<file path="src/rtl/serial_adder_ctrl.sv">
`default_nettype none
// +--------------------------------------------------------------------------+
// | Module : serial_adder_ctrl                                               |
// | Desc   : Bit-serial adder: one full-adder slice over WIDTH cycles, LSB   |
// |          first, start/done handshake. Optional subtract mode is built   |
// |          in when SERIAL_ADDER_SUB_EN is defined.                         |
// | Rev    : 1.0  initial release                                            |
// +--------------------------------------------------------------------------+
module serial_adder_ctrl #(
    parameter int WIDTH = 8
) (
    input  logic             i_clk,
    input  logic             i_rst_n,
    input  logic             i_start,
`ifdef SERIAL_ADDER_SUB_EN
    input  logic             i_sub,
`endif
    input  logic [WIDTH-1:0] i_a,
    input  logic [WIDTH-1:0] i_b,
    input  logic             i_c,
    output logic             o_busy,
    output logic             o_done,
    output logic [WIDTH-1:0] o_sum,
    output logic             o_carry
);

    localparam int                CNT_W      = (WIDTH > 1) ? $clog2(WIDTH) : 1;
    localparam logic [CNT_W-1:0]  C_CNT_LAST = CNT_W'(WIDTH - 1);
    localparam logic [CNT_W-1:0]  C_CNT_ONE  = CNT_W'(1);

    typedef enum logic [1:0] {
        S_IDLE  = 2'd0,
        S_SHIFT = 2'd1,
        S_DONE  = 2'd2
    } state_t;

    state_t             state_q, state_d;
    logic [CNT_W-1:0]   cnt_q, cnt_d;
    logic [WIDTH-1:0]   a_sr_q, a_sr_d;
    logic [WIDTH-1:0]   b_sr_q, b_sr_d;
    logic [WIDTH-1:0]   sum_sr_q, sum_sr_d;
    logic               cy_q, cy_d;
    logic               busy_q, busy_d;
    logic               done_q, done_d;
    logic [WIDTH-1:0]   sum_q, sum_d;
    logic               carry_q, carry_d;

    logic [WIDTH-1:0]   w_b_load;
    logic               w_c_load;
    logic               w_s;
    logic               w_cy;

    // Subtraction is a + ~b + 1, so only the loaded operand and carry differ.
`ifdef SERIAL_ADDER_SUB_EN
    assign w_b_load = i_sub ? ~i_b : i_b;
    assign w_c_load = i_sub ? 1'b1 : i_c;
`else
    assign w_b_load = i_b;
    assign w_c_load = i_c;
`endif

    assign w_s  = a_sr_q[0] ^ b_sr_q[0] ^ cy_q;
    assign w_cy = (a_sr_q[0] & b_sr_q[0]) | (cy_q & (a_sr_q[0] ^ b_sr_q[0]));

    always_comb begin
        state_d  = state_q;
        cnt_d    = cnt_q;
        a_sr_d   = a_sr_q;
        b_sr_d   = b_sr_q;
        sum_sr_d = sum_sr_q;
        cy_d     = cy_q;
        busy_d   = busy_q;
        done_d   = 1'b0;
        sum_d    = sum_q;
        carry_d  = carry_q;
        case (state_q)
            S_IDLE: begin
                if (i_start) begin
                    a_sr_d  = i_a;
                    b_sr_d  = w_b_load;
                    cy_d    = w_c_load;
                    cnt_d   = '0;
                    busy_d  = 1'b1;
                    state_d = S_SHIFT;
                end
            end
            S_SHIFT: begin
                a_sr_d   = a_sr_q >> 1;
                b_sr_d   = b_sr_q >> 1;
                sum_sr_d = {w_s, sum_sr_q[WIDTH-1:1]};
                cy_d     = w_cy;
                cnt_d    = cnt_q + C_CNT_ONE;
                if (cnt_q == C_CNT_LAST) begin
                    sum_d   = {w_s, sum_sr_q[WIDTH-1:1]};
                    carry_d = w_cy;
                    done_d  = 1'b1;
                    state_d = S_DONE;
                end
            end
            S_DONE: begin
                busy_d  = 1'b0;
                state_d = S_IDLE;
            end
            default: begin
                busy_d  = 1'b0;
                state_d = S_IDLE;
            end
        endcase
    end

    always_ff @(posedge i_clk or negedge i_rst_n) begin
        if (!i_rst_n) begin
            state_q  <= S_IDLE;
            cnt_q    <= '0;
            a_sr_q   <= '0;
            b_sr_q   <= '0;
            sum_sr_q <= '0;
            cy_q     <= 1'b0;
            busy_q   <= 1'b0;
            done_q   <= 1'b0;
            sum_q    <= '0;
            carry_q  <= 1'b0;
        end else begin
            state_q  <= state_d;
            cnt_q    <= cnt_d;
            a_sr_q   <= a_sr_d;
            b_sr_q   <= b_sr_d;
            sum_sr_q <= sum_sr_d;
            cy_q     <= cy_d;
            busy_q   <= busy_d;
            done_q   <= done_d;
            sum_q    <= sum_d;
            carry_q  <= carry_d;
        end
    end

    assign o_busy  = busy_q;
    assign o_done  = done_q;
    assign o_sum   = sum_q;
    assign o_carry = carry_q;

endmodule
`default_nettype wire

</file>
<file path="config.mk">
export PLATFORM = sky130hd
export DESIGN_NAME = serial_adder_ctrl
export DESIGN_NICKNAME = d
export VERILOG_FILES = /design/src/rtl/serial_adder_ctrl.sv
export SDC_FILE = /design/constraint.sdc
export NUM_CORES = 1
export LEC_CHECK = 0
export ABC_AREA = 1
export CORE_MARGIN = 8
export CORE_UTILIZATION = 59
export CTS_BUF_LIST = sky130_fd_sc_hd__clkbuf_4 sky130_fd_sc_hd__clkbuf_8
export DETAILED_ROUTE_END_ITERATION = 6
export GPL_TIMING_DRIVEN = 0
export PLACE_DENSITY = 0.87
export SLEW_MARGIN = 5
export SYNTH_ARGS = -nofsm -noshare
export SYNTH_HDL_FRONTEND = slang
export SYNTH_SLANG_ARGS = --single-unit
</file>
<file path="constraint.sdc">
create_clock -name i_clk -period 2.13 [get_ports i_clk]
set_input_delay 0.426 -clock i_clk [delete_from_list [all_inputs] [get_ports i_clk]]
set_output_delay 0.426 -clock i_clk [all_outputs]
set_load 0.03 [all_outputs]
</file>
# [Word level (Yosys, flattened, before mapping)]
# Index checks and enable logic that the tools add are counted.
[op_classes] n_bitwise=6 eq_ne=4 n_mux=15 add_sub_neg=1 reduce_logical=6
[ops] operator="$pmux 8 s2" count=2
[ops] operator="$mux 8" count=2
[ops] operator="$reduce_and 2->1" count=4
[ops] operator="$pmux 3 s2" count=1
[ops] operator="$mux 1" count=4
[ops] operator="$mux 2" count=2
[ops] operator="$ne 2x2->1 const B" count=2
[ops] operator="$pmux 1 s2" count=2
[ops] operator="$pmux 2 s2" count=1
[ops] operator="$add 3x1->3 const B" count=1
[ops] operator="$eq 3x3->1 const B" count=1
[ops] operator="$mux 3" count=1
[ops] operator="$and 1x1->1" count=2
[ops] operator="$eq 2x1->1 const B" count=1
[ops] operator="$logic_not 2->1" count=1
[ops] operator="$reduce_bool 2->1" count=1
[ops] operator="$xor 1x1->1" count=2
[ops] operator="$not 1->1" count=1
[ops] operator="$or 1x1->1" count=1
[totals] ff_bits=41 output_inout_bits=11 elab_cells=42

# [Logic depth before layout (Yosys ltp)]
# Gate-level depths: netlist (run 1).
[logic_depth] depth_word=4 mapped_depth=8 depth_no_buf=8

# [Worst setup path after synthesis (run 1)]
# Ideal clock, no wire load.
[synth_timing] path_type="reg2reg" start="register cnt_q[0]" end="register sum_q[7] (netlist: o_sum[7])" path_stages_with_launch=8 t_required_ns=2.004 path_slack_ns=0.795 setup_ns=0.126 t_arrival_ns=1.209 cell_sequence="dfrtp_1 > ha_1 > ha_1 > nand2_1 > inv_1 > nand2_2 > buf_2 > o21ai_0"
[synth_between] elab_chain_cells=2
[synth_rtl] element="start, declared" line="38" rtl="logic [CNT_W-1:0] cnt_q, cnt_d;"
[synth_rtl] element="start signal, assigned" line="125" rtl="cnt_q <= cnt_d;"
[synth_rtl] element="$eq 3x3->1" line="93" rtl="if (cnt_q == C_CNT_LAST) begin"
[synth_rtl] element="$reduce_and 2->1 (no line)"
[synth_rtl] element="end signal, assigned" line="132" rtl="sum_q <= sum_d;"
[synth_rtl] element="end, declared" line="45" rtl="logic [WIDTH-1:0] sum_q, sum_d;"
# Every way passes these cells.
# A chain may end at the register's enable or synchronous reset.

# [Final worst setup path (run 1)]
[layout_timing] start="register busy_q (netlist: o_busy)" end="output o_busy"
[layout_rtl] element="start, declared" line="43" rtl="logic busy_q, busy_d;"
[layout_rtl] element="start signal, assigned" line="130" rtl="busy_q <= busy_d;"
[layout_rtl] element="end, declared" line="21" rtl="output logic o_busy,"
# No word-level cell between the ends.

==> results of run 1 <==
## final cells by class
cell class              count  share of cell area (%)
clock inverters             3                    1.78
flip-flops and latches     40                    42.0
repair buffers             32                    13.6
clock buffers               5                    1.57
plain buffers              12                    3.88
multi-input cells         133                    28.2
inverters                  42                    6.71
well taps                  44                    2.31
## cell usage after synthesis
cell type and instances:
inv_1 41, dfrtp_1 40, ha_1 2, buf_4 3, fa_1 1, o21ai_2 7
inv_4 1, a21oi_2 1, nand3_1 47, nand2_4 3, nand2_1 56, nor2_1 3
buf_2 5, nand2_2 1, a21oi_1 1, buf_6 4, o21ai_0 11
## state kept, by name (all words and copies together) (netlist names)
| register | cells |
|---|---|
| a_sr_q | 8 |
| b_sr_q | 8 |
| o_sum | 8 |
| sum_sr_q | 7 |
| cnt_q | 3 |
| state_q | 2 |
| cy_q | 1 |
| o_busy | 1 |
| o_carry | 1 |
| o_done | 1 |
## final timing paths
kind | to | slack, ns | cells past startpoint
setup / recovery | o_busy | 0.30 | 1
hold / removal | a_sr_q[4]$_DFFE_PN0P_ | 0.44 | 2
setup reg to reg | o_sum[1]$_DFFE_PN0P_ | 0.62 | 7
hold reg to reg | sum_sr_q[6]$_DFFE_PN0P_ | 0.49 | 2
max in group asynchronous | o_sum[6]$_DFFE_PN0P_ | 1.27 | 3
min in group i_clk | sum_sr_q[6]$_DFFE_PN0P_ | 0.49 | 2
## power groups by stage
stage / sequential [mW] / combinational, mW / clock [mW]
2_1_floorplan: 1.44 / 1.04 / 0
3_3_place_gp: 1.28 / 1.61 / 0
3_5_place_dp: 1.30 / 1.67 / 0
4_1_cts: 1.28 / 1.68 / 0.510
5_1_grt: 1.33 / 1.85 / 0.528
6_report: 1.28 / 1.66 / 0.496
## cell usage in the layout, fill, tap and decap left out, drive strengths merged
master / count
fa: 1
inv: 42
a21oi: 2
dlygate4sd3: 1
clkbuf: 5
dfrtp: 40
nand2: 60
buf: 14
ha: 2
clkinvlp: 1
clkdlybuf4s50: 29
o21ai: 18
nor2: 3
clkinv: 1
bufinv: 1
nand3: 47
## per-stage QoR
stage                     instance area, sq um  cells  TNS, ns  setup WS [ns]  hold WS (ns)
after global routing                      2390    311        0          0.261         0.462
after global placement                    2280    301   -12.69         -0.319         0.460
after CTS                                 2390    311        0          0.277         0.434
final                                     2390    311        0          0.305         0.439
after floorplan                           1930    227        0          0.795         0.130
after detailed placement                  2300    302        0          0.580         0.283
## metal layers
| layer | global-route usage [%] | share of wire [%] | vias to the layer above | routed length [um] |
|---|---|---|---|---|
| li1 | - | - | 782 | - |
| met1 | 18.9 | 46 | 737 | 1730 |
| met2 | 25.5 | 46 | 58 | 1740 |
| met3 | 4.95 | 6.4 | 6 | 242 |
| met4 | 5.56 | 1.6 | 0 | 61 |
| met5 | 0 | 0 | - | 0 |
## kinds of logic after synthesis
| group | synth area share (%) |
|---|---|
| and+or+nand+nor | 25.8 |
| buffers and inverters | 13.1 |
| DFF | 52.0 |
| AOI/OAI and AO/OA | 6.76 |
| adders and majority gates | 2.34 |
==> metrics.yaml, run 1 <==
outcome: "completed"
finalNetCount: 289
antenna_found_initial: 0
first_pass_iters: 4
fin_crit_sh_pct: 85.7
internal-power_mw: 2.04
power_mw: 3.44
ios: 31
hold_viol: 0
first_global_vias: 1531
slowest_delay_ns: 0.68
cts.reportedPaths.clkPinSlew_ns: 0.12
yosys_warnings: 0
rsz0062_at_grt: "no"
required_ns: 1.70
crit_start: "o_busy$_DFFE_PN0P_"
multiInputGateArea_sq_um: 672
finalCriticalPeriod_ns: 1.83
power_density_nw_per_um2: 1440
worst_clock_skew_ns: 0.00796
die_w_um: 73.1
portBuffers: 30
end_kind: "output pin"
drive_gt1_share_pct: 13.1
via_count: 1583
die-height_um: 73.1
avgViaCountPerCell: 5.09
worstPathCellList: "clkdlybuf4s50_1"
wl_per_cell_um: 12.1
gr-total-overflow: 0
cp_max_fo: 2
worst_slew_pin_slew_ns: 0.316
grt_pass1_wl_um: 6560
worstReg2RegStart: "cnt_q[0]$_DFFE_PN0P_"
grt_max_degree: 35
drv_cap: 0
htreeDepth: 2
cts.sinks: 40
slew_violations: 0
synth_area_leader_cell: "dfrtp_1"
syn-mean-instance-area_sq_um: 8.48
yosysSeqAreaShare_pct: 52.0
pwr-share-comb_pct: 48.3
place_hpwl_um: 2710
hold_path.class: "primary input to async pin"
mappedNetlistNets: 250
setup.worst_path.start_class: "flip-flop"
fillerInstances: 243
track_usage_pct: 15.7
cp.buffers_inverters: 1
drt_drc_violations_left: 0
p_leak_nw: 1.27
synth.area.top_cells: "dfrtp_1 52%, nand3_1 12%, nand2_1 11%"
worstSetupPathType: "flip-flop to output pin"
start_util_pct: 62.6
p_clk_share_pct: 14.4
fin_util_pct: 77.5
pwr-share-seq_pct: 37.3
cp_slowest_cell: "clkdlybuf4s50_1"
fmax_ghz: 0.548
tritoncts: "yes"
diodes: 0
clock_latency_ns: 0.35
register_area_sq_um: 1000
slew_headroom_pct: 78.9
design.die.area_sq_um: 5350
synth_area_sq_um: 1930
postRouteAntennaNets: 0
cp_top_family: "buffers and inverters"
rows: 20
crit_arrival_ns: 1.40
drt_wl_total_um: 3770
root_buffer: "clkbuf_4"
cts_setup_buffers: 0
first_iter_violations: 111
postCtsHoldBufs: 1
switching_share_pct: 40.8
power_switching_mw: 1.41
ir_drop_mv: 0.734
ys_ff_latch: 40
core_sq_um: 3080
place_congestion: 0.788
synthCells: 227
yosysUniqueCellTypes: 17
cts_resized: 0
numCtsBuffers: 5
yosysTopAreaCellShare_pct: 52.0
synthToLayoutAreaGrowth_pct: 23.9
clk_path_buf_depth: 2
setup_viol: 0
Note: power is estimated with default switching activity, not from simulation.
==> run 2: changes to the inputs <==
--- a/config.mk
+++ b/config.mk
@@ -11,6 +11,7 @@
 export CTS_BUF_LIST = sky130_fd_sc_hd__clkbuf_4 sky130_fd_sc_hd__clkbuf_8
 export DETAILED_ROUTE_END_ITERATION = 6
 export GPL_TIMING_DRIVEN = 0
+export MAX_ROUTING_LAYER = met4
 export PLACE_DENSITY = 0.87
 export SLEW_MARGIN = 5
 export SYNTH_ARGS = -nofsm -noshare
==> run 2 against run 1 <==
Net effect: wire length is the same; sequential share of layout area is the same; total power is essentially flat; highest routed layer unchanged; via count is the same; die area is the same; sequential power is essentially flat; critical path type unchanged; core utilization is the same; final area is the same; worst hold slack is essentially flat; critical path depth is the same; global-route usage grew 0.42 points; combinational power is essentially flat.
==> metrics.yaml, run 2 (synthesis gave the netlist of run 1 again) <==
rows: 20  # unchanged
end_kind: "output pin"  # unchanged
drt_drc_violations_left: 0  # unchanged
portBuffers: 30  # unchanged
grt_pass1_wl_um: 6560  # unchanged
clock_latency_ns: 0.35  # about the same
first_iter_violations: 111  # unchanged
place_congestion: 0.799  # was 0.788
worst_clock_skew_ns: 0.00796  # unchanged
slew_violations: 0  # unchanged
cts_resized: 0  # unchanged
worstSetupPathType: "flip-flop to output pin"  # unchanged
fmax_ghz: 0.548  # about the same
start_util_pct: 62.6  # unchanged
die-height_um: 73.1  # unchanged
place_hpwl_um: 2710  # unchanged
slowest_delay_ns: 0.68  # about the same
numCtsBuffers: 5  # unchanged
slew_headroom_pct: 78.9  # unchanged
wl_per_cell_um: 12.1  # unchanged
rsz0062_at_grt: "no"  # unchanged
antenna_found_initial: 0  # unchanged
ios: 31  # unchanged
design_area_sq_um: 2390  # unchanged
cp.buffers_inverters: 1  # unchanged
drive_gt1_share_pct: 13.1  # unchanged
cts.sinks: 40  # unchanged
required_ns: 1.70  # about the same
cp_slowest_cell: "clkdlybuf4s50_1"  # unchanged
first_global_vias: 1531  # unchanged
cp_top_family: "buffers and inverters"  # unchanged
finalCriticalPeriod_ns: 1.83  # about the same
via_count: 1583  # unchanged
placed_area_sq_um: 2300  # unchanged
hold_viol: 0  # unchanged
layout_common_cells: "56 x nand2_1, 47 x nand3_1, 41 x inv_1"  # unchanged
drt_wl_total_um: 3770  # unchanged
crit_arrival_ns: 1.40  # about the same
worstPathCellList: "clkdlybuf4s50_1"  # unchanged
clk_path_buf_depth: 2  # unchanged
avgViaCountPerCell: 5.09  # unchanged
htreeDepth: 2  # unchanged
p_leak_nw: 1.27  # unchanged
outcome: "completed"  # unchanged
drv_cap: 0  # unchanged
design.die.area_sq_um: 5350  # unchanged
worst_slew_pin_slew_ns: 0.316  # unchanged
setup_viol: 0  # unchanged
cp_max_fo: 2  # unchanged
synthToLayoutAreaGrowth_pct: 23.9  # unchanged
reg2regPathDepth: 7  # unchanged
fin_crit_sh_pct: 85.7  # about the same
diodes: 0  # unchanged
first_pass_iters: 4  # unchanged
power_mw: 3.44  # about the same
core_sq_um: 3080  # unchanged
worst-path-stages: 1  # unchanged
final_common_cell: "nand2_1"  # unchanged
power_density_nw_per_um2: 1440  # about the same
setup.worst_path.start_class: "flip-flop"  # unchanged
postRouteAntennaNets: 0  # unchanged
track_usage_pct: 16.1  # was 15.7%
postCtsHoldBufs: 1  # unchanged
crit_start: "o_busy$_DFFE_PN0P_"  # unchanged
worstReg2RegStart: "cnt_q[0]$_DFFE_PN0P_"  # unchanged
tritoncts: "yes"  # unchanged
root_buffer: "clkbuf_4"  # unchanged
grt_max_degree: 35  # unchanged
cts.reportedPaths.clkPinSlew_ns: 0.12  # about the same
gr-total-overflow: 0  # unchanged
die_w_um: 73.1  # unchanged
hold_path.class: "primary input to async pin"  # unchanged
cts_setup_buffers: 0  # unchanged
ir_drop_mv: 0.734  # unchanged
finalNetCount: 289  # unchanged
run 2: cell counts in the layout (fill, tap and decap cells not counted):
No cell type changed its count.
run 2: where the power goes:
part           internal (mW)  switching, mW
clock                  0.245          0.252
combinational          0.688          0.974
sequential              1.11          0.180
total                   2.04           1.41
run 2: worst register-to-register path, stage by stage, from the launching register on:
cell     delay, ns
dfrtp_1       0.42
ha_1          0.20
ha_1          0.17
nand2_1       0.06
inv_1         0.06
nand2_2       0.15
buf_2         0.22
o21ai_0       0.11
run 2: area by class of cell:
type	count	area [sq um]
tap	44	55.1
timing repair buffer	32	325
clock buffer	5	37.5
buffer	12	92.6
fill	243	692
clock inverter	3	42.5
inverter	42	160
sequential	40	1000
multi-input combinational	133	672
run 2: per-stage QoR:
step | worst slack (ns) | TNS (ns) | util (%) | instances | hold slack (ns)
global route | 0.261 | 0 | 77.5 | 311 | 0.462
global placement | -0.319 | -12.69 | 74.1 | 301 | 0.460
finish | 0.305 | 0 | 77.5 | 311 | 0.439
CTS | 0.277 | 0 | 77.5 | 311 | 0.434
detailed placement | 0.580 | 0 | 74.6 | 302 | 0.283
floorplan | 0.795 | 0 | - | 227 | 0.130
run 2: worst paths after layout:
check,slack [ns],end
setup / recovery,0.30,o_busy
hold / removal,0.44,a_sr_q[4]$_DFFE_PN0P_
setup reg to reg,0.62,o_sum[1]$_DFFE_PN0P_
hold reg to reg,0.49,sum_sr_q[6]$_DFFE_PN0P_
max in group asynchronous,1.27,o_sum[6]$_DFFE_PN0P_
min in group i_clk,0.49,sum_sr_q[6]$_DFFE_PN0P_
run 2: layer usage:
metal	vias to the layer above	global-route usage, %	share of wire [%]
met5	-	-	0
met4	0	5.56	1.6
met3	6	4.53	5.8
met2	58	25.5	46
met1	737	19.2	46
li1	782	-	-
==> RTL edit 1 (settings of run 1) <==
Add a define of `SERIAL_ADDER_SUB_EN`.
--- a/src/rtl/serial_adder_ctrl.sv
+++ b/src/rtl/serial_adder_ctrl.sv
@@ -6,6 +6,8 @@
 // |          in when SERIAL_ADDER_SUB_EN is defined.                         |
 // | Rev    : 1.0  initial release                                            |
 // +--------------------------------------------------------------------------+
+`define SERIAL_ADDER_SUB_EN
+
 module serial_adder_ctrl #(
     parameter int WIDTH = 8
 ) (
Interface: changed (added i_sub); port bits go from 31 to 32. The function was not compared with the original's and may differ.
==> RTL edit 1 against run 1 <==
Sequential power down 4%; wire length down 4.9%; area after synthesis fell by 5.0%; non-clock buffer count down 6; sequential cell count unchanged; power down 18%; first-iteration DRC count is 39% lower; setup slack improved by 0.0033 ns; final area fell by 6.9%; core utilization fell by 3.6 points; sequential share of layout area increased by 3.1 points; critical path type unchanged; critical endpoint is now o_sum[0]; highest routed layer unchanged.
==> RTL edit 1: results (changes against run 1) <==
Parameter                              Value

Synth
  Main flop type after synthesis ... sky130_fd_sc_hd__dfrtp_1
  Total of warnings raised by yosys ... 0 (unchanged)
  Most common library cells after synthesis ... 75 x sky130_fd_sc_hd__nand2_1, 43 x sky130_fd_sc_hd__nand3_1, 40 x sky130_fd_sc_hd__dfrtp_1, 20 x sky130_fd_sc_hd__inv_1, 9 x sky130_fd_sc_hd__o21ai_0
  Largest cells by area after synthesis ... sky130_fd_sc_hd__dfrtp_1 55%, sky130_fd_sc_hd__nand2_1 15%, sky130_fd_sc_hd__nand3_1 12%
  Post-synthesis cell count ... 213 (-6.2%)
  Net Count, Synth ... 237 (-5.2%)
  Cell variety after synth ... 18 (+1)
  Post-synthesis sequential area ratio ... 54.72% (+2.7 points)

Cells and area
  Layout cell share with drive strength beyond 1 ... 11.65% (-1.5 points)
  Total Nets Final ... 273 (-5.5%)
  Fillcell total ... 247 (+1.6%)

Global routing
  GRT Util Overall ... 16.02% (+0.35 points)
  Number of global-route vias before repair ... 1555 (+1.6%)
  Largest net degree at the start of global routing ... 41 (+17%)
  First-pass GRT wire length ... 6.582 mm (+0.32%)

Timing
  Worst Clk Skew ... 0.005616 ns (-0.002345 ns)
  Worst-case hold slack ... 0.1715 ns (-0.2676 ns)
  Transition time of the tightest slew-check pin ... 0.8396 ns (+0.5239 ns)

Routing
  Ratio of routed vias to standard cells ... 5.309 (+4.3%)
  Routed via count ... 1497 (-5.4%)
  Drt wl/cell ... 12.72 microns (+4.8%)
  Initial DRC count ... 68 (-39%)

Critical path
  Setup slack on the worst flop-to-flop path ... 0.82 ns (+0.20 ns)
  Kind of cell adding the most delay to the critical path ... buffers and inverters
  Cell count of the worst reg-to-reg path ... 6 (-1)
  Worst R2R End ... o_sum[0]
  Maximum cell stage delay along the critical path ... 0.67 ns

CTS
  Count of cells resized by post-cts repair ... 0 (unchanged)
  Buffer depth of the longest clock path ... 2 (unchanged)

Placed design
  HPWL after detailed placement ... 2.649 mm (-2.1%)
  Port Buffers ... 29 (-3.3%)
  Number of instances in the placed design ... 275 (-8.9%)
  Final estimated routing congestion in global placement ... 0.7935 (+0.75%)

Power and ir drop
  Reported leakage power ... 1.153 nW (-9.0%)
  Net switching power of the design ... 0.001133 W (-19%)
  Worst VDD drop ... 0.0008294 V (+13%)

Run status
  Run status ... finished clean
-- RTL edit 1: final cells by class --
| class | instances | area share [%] |
|---|---|---|
| Multi-Input combinational cell | 143 | 31.32 |
| Tap cell | 33 | 1.859 |
| Buffer | 9 | 2.423 |
| Clock buffer | 7 | 2.930 |
| Inverter | 21 | 3.549 |
| Sequential cell | 40 | 45.07 |
| Timing Repair Buffer | 29 | 12.85 |
-- RTL edit 1: through the flow --
stage / utilization (%) / worst slack, ns / total power [W] / area, sq um
after floorplan: - / 0.9267 / 0.002037 / 1829
after global placement: 71.96 / -0.2639 / 0.002402 / 2161
after detailed placement: 71.79 / 0.6872 / 0.002445 / 2156
after CTS: 73.96 / 0.2996 / 0.002856 / 2221
after global routing: 73.96 / 0.2595 / 0.003064 / 2221
final: 73.96 / 0.3082 / 0.002840 / 2221
-- RTL edit 1: how the worst max path moves through the flow --
| stage | startpoint | depth (start not counted) | slack, ns | to |
|---|---|---|---|---|
| 2_1_floorplan | cnt_q[0] | 6 | 0.93 | o_carry |
| 3_3_place_gp | i_rst_n | 1 | -0.26 | a_sr_q[4] |
| 3_5_place_dp | o_busy | 1 | 0.69 | o_busy |
| 4_1_cts | o_sum[0] | 1 | 0.30 | o_sum[0] |
| 5_1_grt | o_sum[0] | 1 | 0.26 | o_sum[0] |
| 6_report | o_sum[0] | 1 | 0.31 | o_sum[0] |
-- RTL edit 1: layer usage --
layer  global-route usage [%]  vias up  routed length (microns)
li1                         -      749                        -
met3                    5.300       11                      178
met5                        0        -                        0
met1                    17.96      699                     1575
met2                    26.52       38                     1748
met4                    8.163        0                       86
-- RTL edit 1: power groups by stage --
stage	clock, W	combinational, W	sequential [W]
after floorplan	0	0.000660	0.00138
after global placement	0	0.00117	0.00123
after detailed placement	0	0.00120	0.00124
after CTS	0.000424	0.00120	0.00123
after global routing	0.000459	0.00134	0.00127
final	0.000418	0.00119	0.00123
-- RTL edit 1: logic make-up (layout without fill, tap and decap cells) --
kind of cell,Yosys count,count (layout),share of synthesized area (%)
AO/OA/AOI/OAI,16,16,5.814
buffers and inverters,30,66,7.250
flip-flops,40,40,54.72
adder cells (fa/ha/maj),3,3,2.462
XOR/XNOR,1,1,0.4789
AND/OR/NAND/NOR,123,123,29.28
==> RTL edit 2 (config.mk and constraints of run 1) <==
Made on the original files. Take the reset off `a_sr_q`, `b_sr_q`, `sum_sr_q` and `sum_q` and load them in a clocked block of their own.
--- a/src/rtl/serial_adder_ctrl.sv
+++ b/src/rtl/serial_adder_ctrl.sv
@@ -112,26 +112,25 @@
         if (!i_rst_n) begin
             state_q  <= S_IDLE;
             cnt_q    <= '0;
-            a_sr_q   <= '0;
-            b_sr_q   <= '0;
-            sum_sr_q <= '0;
             cy_q     <= 1'b0;
             busy_q   <= 1'b0;
             done_q   <= 1'b0;
-            sum_q    <= '0;
             carry_q  <= 1'b0;
         end else begin
             state_q  <= state_d;
             cnt_q    <= cnt_d;
-            a_sr_q   <= a_sr_d;
-            b_sr_q   <= b_sr_d;
-            sum_sr_q <= sum_sr_d;
             cy_q     <= cy_d;
             busy_q   <= busy_d;
             done_q   <= done_d;
-            sum_q    <= sum_d;
             carry_q  <= carry_d;
         end
+    end
+
+    always_ff @(posedge i_clk) begin
+        a_sr_q   <= a_sr_d;
+        b_sr_q   <= b_sr_d;
+        sum_sr_q <= sum_sr_d;
+        sum_q    <= sum_d;
     end
 
     assign o_busy  = busy_q;
Formal check against the unedited RTL: differs if i_rst_n is asserted again (counterexample within 10 cycles, from zero or initial values and one cycle with i_rst_n low); with i_rst_n held inactive, the same outputs for 10 cycles.
==> RTL edit 2 against run 1 <==
First-iteration DRC count shrank 38%; area after synthesis shrank 19%; critical endpoint is now o_sum[6]; sequential power grew 14%; sequential share of layout area grew 17 points; power shrank 21%; non-clock buffer count shrank 10; setup slack gained 0.015 ns; largest cell class unchanged; final area shrank 18%; critical path depth grew 3; wire length shrank 28%; sequential cell count is the same; via count shrank 40%; highest routed layer unchanged.
==> RTL edit 2: results (changes against run 1) <==
Parameter                              Value

Cells and area
  Total Nets Final ... 184 (-36%)
  Fillcell total ... 155 (-36%)
  Layout cell share with drive strength beyond 1 ... 10.49% (-2.6 points)

Timing
  Fin worst setup slack ... 0.3202 ns (+0.01535 ns)
  Transition time of the tightest slew-check pin ... 0.7483 ns (+0.4327 ns)
  Final Max Slew Viols ... 0 (unchanged)
  Worst Clk Skew ... 0.01578 ns (+0.007816 ns)

CTS
  Max H-tree Level ... 2 (unchanged)
  Latest clock arrival within the worst-skew pair ... 0.33 ns (-0.02 ns)
  Buffer depth of the longest clock path ... 2 (unchanged)
  Number of buffers added by the clock tree synthesis step ... 5 (unchanged)
  Number of setup buffers added after CTS ... 0 (unchanged)

Routing
  TritonRoute pass-1 iters ... 4 (unchanged)
  Drt wl/cell ... 14.19 microns (+17%)
  Ratio of routed vias to standard cells ... 4.958 (-2.6%)
  Initial DRC count ... 69 (-38%)

Critical path
  Worst setup path start ... cnt_q[0]
  Data arrival at the endpoint of the critical path ... 1.77 ns (+0.37 ns)
  Setup crit end ... o_sum[6]
  Cell count of the worst reg-to-reg path ... 4 (-3)
  Critical-path maximum fanout ... 10 (+8)

Placed design
  Final estimated routing congestion in global placement ... 0.8205 (+4.2%)
  Setup Slack @ Placement ... 0.1177 ns (-0.4619 ns)
  HPWL after detailed placement ... 2.107 mm (-22%)

Synth
  Count of flip-flops with a built-in enable after synthesis ... 31 (+31)
  Post-synthesis sequential area ratio ... 73.92% (+22 points)
  Main flop type after synthesis ... sky130_fd_sc_hd__edfxtp_1
  Cell variety after synth ... 16 (-1)
  Net Count, Synth ... 147 (-41%)
  Most common library cells after synthesis ... 54 x sky130_fd_sc_hd__nand2_1, 31 x sky130_fd_sc_hd__edfxtp_1, 9 x sky130_fd_sc_hd__dfrtp_1, 6 x sky130_fd_sc_hd__nand3_1, 5 x sky130_fd_sc_hd__inv_1
  Largest cells by area after synthesis ... sky130_fd_sc_hd__edfxtp_1 60%, sky130_fd_sc_hd__dfrtp_1 14%, sky130_fd_sc_hd__nand2_1 13%
  Post-synthesis async set-or-reset flop share ... 22.50% (-78 points)

Power and ir drop
  Worst VDD drop ... 0.001025 V (+40%)
  Reported leakage power ... 0.8452 nW (-33%)

Global routing
  First-pass GRT wire length ... 4.381 mm (-33%)
  GRT Util Overall ... 13.02% (-2.7 points)
  Number of antenna violations at the first check in global routing ... 0 (unchanged)
  Number of global-route vias before repair ... 944 (-38%)
  Largest net degree at the start of global routing ... 19 (-46%)

Run status
  Run status ... finished clean
==> RTL edit 2: cell count changes after synthesis, sizes merged <==
cell and change:
nor2 +3, nand3 -41, a21oi -1, o21ai -16, dfrtp -31, inv -35, nand2 -5, edfxtp +31
buf -8
==> RTL edit 2: per-layer routing <==
layer | routed length, microns | track usage, %
met5 | 0 | 0
met4 | 26 | 4.178
met3 | 210 | 5.629
met2 | 1341 | 21.54
met1 | 1146 | 14.89
==> RTL edit 2: power by group <==
group / internal [W] / switching (W) / total [W]
Combinational: 0.000348 / 0.000531 / 0.000880
Clock: 0.000153 / 0.000215 / 0.000368
Sequential: 0.00132 / 0.000145 / 0.00146
==> RTL edit 2: through the flow <==
stage,std cells,instance area (sq um)
2_1_floorplan,124,1564
3_3_place_gp,184,1902
3_5_place_dp,184,1902
4_1_cts,192,1958
5_1_grt,192,1958
6_report,192,1958
==> RTL edit 2: worst min path at each step <==
stage | from | endpoint | slack (ns)
after floorplan | i_rst_n | cnt_q[0] | 0.13
after global placement | sum_sr_q[1] | o_sum[0] | 0.40
after detailed placement | sum_sr_q[1] | o_sum[0] | 0.40
after CTS | i_rst_n | cnt_q[2] | 0.38
after global routing | i_rst_n | cnt_q[2] | 0.40
final | i_rst_n | state_q[0] | 0.37
==> RTL edit 2: final cells by class <==
cell class | count | share of cell area [%]
inverter | 7 | 1.342
timing repair buffer | 30 | 15.34
multi-input combinational | 73 | 17.38
buffer | 4 | 2.109
clock buffer | 7 | 2.684
tap | 30 | 1.917
sequential | 40 | 59.04
clock inverter | 1 | 0.1917
==> RTL edit 2: critical path, stage by stage, from the launching register on <==
cell                      delay, ns
sky130_fd_sc_hd__dfrtp_1       0.43
sky130_fd_sc_hd__ha_1          0.18
sky130_fd_sc_hd__ha_1          0.16
sky130_fd_sc_hd__inv_1         0.08
sky130_fd_sc_hd__nor2_1        0.59
==> RTL edit 2: cells by family after synthesis <==
family | count (synthesis) | synth area share (%)
AOI/OAI and AO/OA | 3 | 1.200
buffers and inverters | 11 | 4.320
DFF | 40 | 73.92
and+or+nand+nor | 67 | 17.68
adders and majority gates | 3 | 2.880
